<file path="config.mk">
export PLATFORM = sky130hd
export DESIGN_NAME = uart_cmd_rcv
export DESIGN_NICKNAME = d
export VERILOG_FILES = /design/src/rtl/uart_cmd_rcv.sv
export SDC_FILE = /design/constraint.sdc
export NUM_CORES = 1
export LEC_CHECK = 0
export BUFFER_PORTS_ARGS = -buffer_cell sky130_fd_sc_hd__buf_2
export CORE_ASPECT_RATIO = 0.75
export CORE_MARGIN = 2
export CORE_UTILIZATION = 51
export CTS_CLUSTER_DIAMETER = 100
export DETAILED_ROUTE_END_ITERATION = 12
export PLACE_DENSITY = 0.79
export RECOVER_POWER = 100
export SETUP_SLACK_MARGIN = 0.3
export SYNTH_ARGS = -nofsm -noshare
export SYNTH_HDL_FRONTEND = slang
export SYNTH_SLANG_ARGS = --single-unit
</file>
<file path="constraint.sdc">
create_clock -name clk -period 2.3 [get_ports clk]
set_input_delay 0.23 -clock clk [delete_from_list [all_inputs] [get_ports clk]]
set_output_delay 0.23 -clock clk [all_outputs]
set_load 0.1 [all_outputs]
</file>
<file path="src/rtl/uart_cmd_rcv.sv">
// uart_cmd_rcv: 8N1 UART receiver with rdy/clr_rdy handshake.
// Ports: clk, rst (async high), RX, clr_rdy -> rx_data, rdy, frm_err.
// Option: `define UART_RCV_MAJORITY_EN for 2-of-3 bit voting.
module uart_cmd_rcv #(
  parameter int BAUD_DIV = 2604
) (
  input  logic       clk,
  input  logic       rst,
  input  logic       RX,
  input  logic       clr_rdy,
  output logic [7:0] rx_data,
  output logic       rdy,
  output logic       frm_err
);

  localparam int CW = $clog2(BAUD_DIV);
  localparam logic [CW-1:0] HALF = CW'(BAUD_DIV / 2 - 1);
  localparam logic [CW-1:0] FULL = CW'(BAUD_DIV - 1);

  typedef enum logic [1:0] {
    IDLE,
    START,
    DATA,
    STOP
  } state_t;

  state_t        state;
  logic          rx_ff1;
  logic          rx_ff2;
  logic          rx_prev;
  logic [CW-1:0] baud_cnt;
  logic [3:0]    bit_cnt;
  logic [7:0]    shift;
  logic          fall;
  logic          stb;
  logic          act;
  logic          bit_val;

  always_ff @(posedge clk or posedge rst) begin
    if (rst) begin
      rx_ff1  <= 1'b1;
      rx_ff2  <= 1'b1;
      rx_prev <= 1'b1;
    end else begin
      rx_ff1  <= RX;
      rx_ff2  <= rx_ff1;
      rx_prev <= rx_ff2;
    end
  end

  assign fall = rx_prev & ~rx_ff2;
  assign stb  = (state != IDLE) &&
                (baud_cnt == '0);

`ifdef UART_RCV_MAJORITY_EN
  // hist[1]/hist[0] hold rx_ff2 at strobe-1
  // and strobe; rx_ff2 is strobe+1 when
  // the delayed strobe acts.
  logic [1:0] hist;
  logic       stb_d;

  always_ff @(posedge clk or posedge rst) begin
    if (rst) begin
      hist  <= 2'b11;
      stb_d <= 1'b0;
    end else begin
      hist  <= {hist[0], rx_ff2};
      stb_d <= stb;
    end
  end

  assign act     = stb_d;
  assign bit_val = (hist[1] & hist[0]) |
                   (hist[1] & rx_ff2)  |
                   (hist[0] & rx_ff2);
`else
  assign act     = stb;
  assign bit_val = rx_ff2;
`endif

  always_ff @(posedge clk or posedge rst) begin
    if (rst) begin
      state    <= IDLE;
      baud_cnt <= '0;
      bit_cnt  <= '0;
      shift    <= '0;
      rx_data  <= '0;
      rdy      <= 1'b0;
      frm_err  <= 1'b0;
    end else begin
      frm_err <= 1'b0;
      if (clr_rdy)
        rdy <= 1'b0;
      // Counter free-runs in a frame; the
      // voting path only delays decisions.
      if (state != IDLE)
        baud_cnt <= stb ? FULL :
                    baud_cnt - CW'(1);
      unique case (state)
        IDLE: begin
          if (fall) begin
            baud_cnt <= HALF;
            rdy      <= 1'b0;
            state    <= START;
          end
        end
        START: begin
          if (act) begin
            if (!bit_val) begin
              bit_cnt <= '0;
              state   <= DATA;
            end else begin
              state <= IDLE;
            end
          end
        end
        DATA: begin
          if (act) begin
            shift   <= {bit_val, shift[7:1]};
            bit_cnt <= bit_cnt + 4'd1;
            if (bit_cnt == 4'd7)
              state <= STOP;
          end
        end
        STOP: begin
          if (act) begin
            // Set beats a same-cycle clr_rdy.
            if (bit_val) begin
              rx_data <= shift;
              rdy     <= 1'b1;
            end else begin
              frm_err <= 1'b1;
            end
            state <= IDLE;
          end
        end
      endcase
    end
  end

endmodule
</file>
==> run metrics <==
outcome completed; vias in the first global route 1305; # nets final 198; worst-margin pin slew 1.18 ns; total power 0.00188 W; DRT iter0 DRCs 131; Synth Area in Adders 4.52%; PortBufs 13; Synth Register Bits 39; row count 19; ratio of cells with drive above 1 in the final layout 20.2%; Vias 1339; Hold Buf Count CTS 0; # IOs 14; synth unique cells 47; Tmin final between 2 and 2.5 ns; Most used DFF post-synth dfrtp_1; dpl ws about 0.13 ns; Synth warnings 0; Slew headroom between 20% and 30%; CTS buffer count 5; P&R area growth vs syn 11.6%; placed insts 227; crit-path max FO 6; Critical Path Start Type flop; ANT nets after route 0; worst min path class in2reg; commonest cells after routing, fill and taps aside dfrtp_1, clkbuf_1, o21ai_0; drt drc 0; CP max stage delay between 0.3 and 0.4 ns; TritonRoute pass-1 iters 4; initial core utilization 52.9%; fin. max-slew vios 0; CTS root buffer clkbuf_8; ant diodes 0; leakage 0.973 nW; final hold viol count 0; first-pass GRT wire length 6.44 mm; worst-skew pair later-pin latency roughly 0.30 ns; global route overflow 0; Mapped Area 0.00194 mm^2; fill count about 310; DIE HEIGHT 57.4 um; H-tree depth 2; DIE AREA approximately 0.0043 mm^2; max_cap viols 0; Avg Cell Area, Syn about 12 um^2; setup TNS 0 ns; CTS tree built; clk sinks 39; Post-Syn Nets 171; Synth Area in Compound Gates 11.1%; hold slack ~0.035 ns; antenna violations before repair 0; critical path type reg2reg; Gate Count Post-Synth 160; Worst setup EP type flop; critical-path cell list inv_1 > ha_1 > nor4b_4 > and4_1 > clkbuf_1 > nand2_1 > a221o_1; EDFF count, synth 0; largest family of logic cells by synthesized area simple AND/OR/NAND/NOR gates; Clk pin slew, worst setup/hold paths 0.07 ns; Simple-Gate Fraction of Synth Area 16.1%; clk_skew 0.00985 ns; Clock Tree Buf Depth 2; most common cell after layout, fill and taps aside dfrtp_1; Final HPWL DP 2.59 mm; GPL Wtd Cong 0.892; RSZ-0062 raised after global routing true; sequential share of the synthesized area 50.5%; CP arrival 2.23 ns; WP data required 2.48 ns; drt wl/cell about 16 um; Final WS setup 0.256 ns; xor and xnor area share after synthesis 2.71%; largest net degree at the start of global routing 40; Final period util 88.9%; routed vias/inst 5.58; Multi-input gate area slightly below 900 um^2; P per Cell Area around 870 mW/mm^2; final setup vio count 0; Final Instance Count excl. Fillers 240; register area about 980 um^2; Max VDD drop just over 0.5 mV; Post-Route WL 3.82 mm; Chip Width 75.2 um; Highest Clock Rate 0.489 GHz; mux share of post-synthesis cell area a little over a tenth; Core ar. about 0.0037 mm^2; slowest CP cell dfrtp_1; total global-route track usage 20.3%; asr flop ratio synth 100%
per-stage QoR:
step / area, um^2 / utilization [%]
floorplan: 1940 / -
global placement: 2070 / 56.6
detailed placement: 2070 / 56.6
CTS: 2200 / 60.2
global route: 2160 / 59.1
finish: 2160 / 59.1
what timing repair did:
action | 4_1_cts | 5_1_grt
setup buffers | 4 | 1
pin swaps | 2 | 2
gates resized for setup | 6 | 6
setup endpoints to repair | 19 | 17
final cells by class:
type	count	area share (%)
clock buffers	7	3.53
multi-input cells	108	41.1
flip-flops and latches	39	45.3
repair buffers	25	5.44
clock inverters	1	0.231
inverters	8	1.39
well taps	52	3.01
worst paths after layout:
kind                                        from                     end  slack (ns)  cells past startpoint
setup / recovery           baud_cnt[0]$_DFF_PP0_  bit_cnt[3]$_DFFE_PP0P_        0.26                      7
hold / removal                                RX        rx_ff1$_DFF_PP1_        0.04                      1
setup reg to reg           baud_cnt[0]$_DFF_PP0_  bit_cnt[3]$_DFFE_PP0P_        0.26                      7
hold reg to reg                 rx_ff1$_DFF_PP1_       bit_val$_DFF_PP1_        0.36                      0
max in group asynchronous                    rst  baud_cnt[11]$_DFF_PP0_        1.52                      3
min in group asynchronous                    rst  bit_cnt[2]$_DFFE_PP0P_        0.21                      3
synth_stat cells (all sizes together), types with 2 or more instances:
library cell	number	share of area (%)
o211ai	4	1.5
nor2b	3	0.97
nand2b	3	0.97
nand3b	4	1.5
and3	2	0.90
clkbuf	2	0.39
o21ai	12	3.1
mux2	16	11
nor4b	2	2.0
xor2	4	1.8
buf	3	2.2
ha	7	4.5
dfrtp	36	46
xnor2	2	0.90
nand3	6	1.5
nor2	8	1.7
inv	8	1.5
a21oi	3	0.77
nor3	3	1.4
o31ai	2	0.77
dfstp	3	4.1
nand2	6	1.2
nand4	4	1.6
critical path, delay by kind of cell, from the launching register on:
family                   cells  cell delay, ns
AO/OA/AOI/OAI                1            0.35
buffers and inverters        2            0.35
flip-flops                   1            0.39
adder cells (fa/ha/maj)      1            0.19
AND/OR/NAND/NOR              3            0.65
registers in the layout, summed over array words and instances, names as in the netlist, named ones only:
name	count
baud_cnt	12
bit_cnt	4
bit_val	1
frm_err	1
rdy	1
rx_data	8
rx_ff1	1
rx_prev	1
shift	8
state	1
cell families after synthesis:
logic type / Yosys count
AND/OR/NAND/NOR: 47
flip-flops: 39
AO/OA/AOI/OAI: 32
multiplexers: 16
buffers and inverters: 13
adder cells (fa/ha/maj): 7
XOR/XNOR: 6
routing by layer:
| layer | GRT usage, % | part of all wire (%) |
|---|---|---|
| met4 | 8.52 | 1.6 |
| met5 | 0 | 0 |
| met3 | 6.18 | 5.5 |
| met2 | 28.4 | 47 |
| met1 | 29.3 | 46 |
report_power, final:
group / internal, W / total (W) / switching [W] / leakage, nW
clock network: 0.000213 / 0.000440 / 0.000228 / 0.0422
registers: 0.000772 / 0.000897 / 0.000125 / 0.509
logic: 0.000246 / 0.000542 / 0.000295 / 0.422
Note: power is estimated with default switching activity, not from simulation.
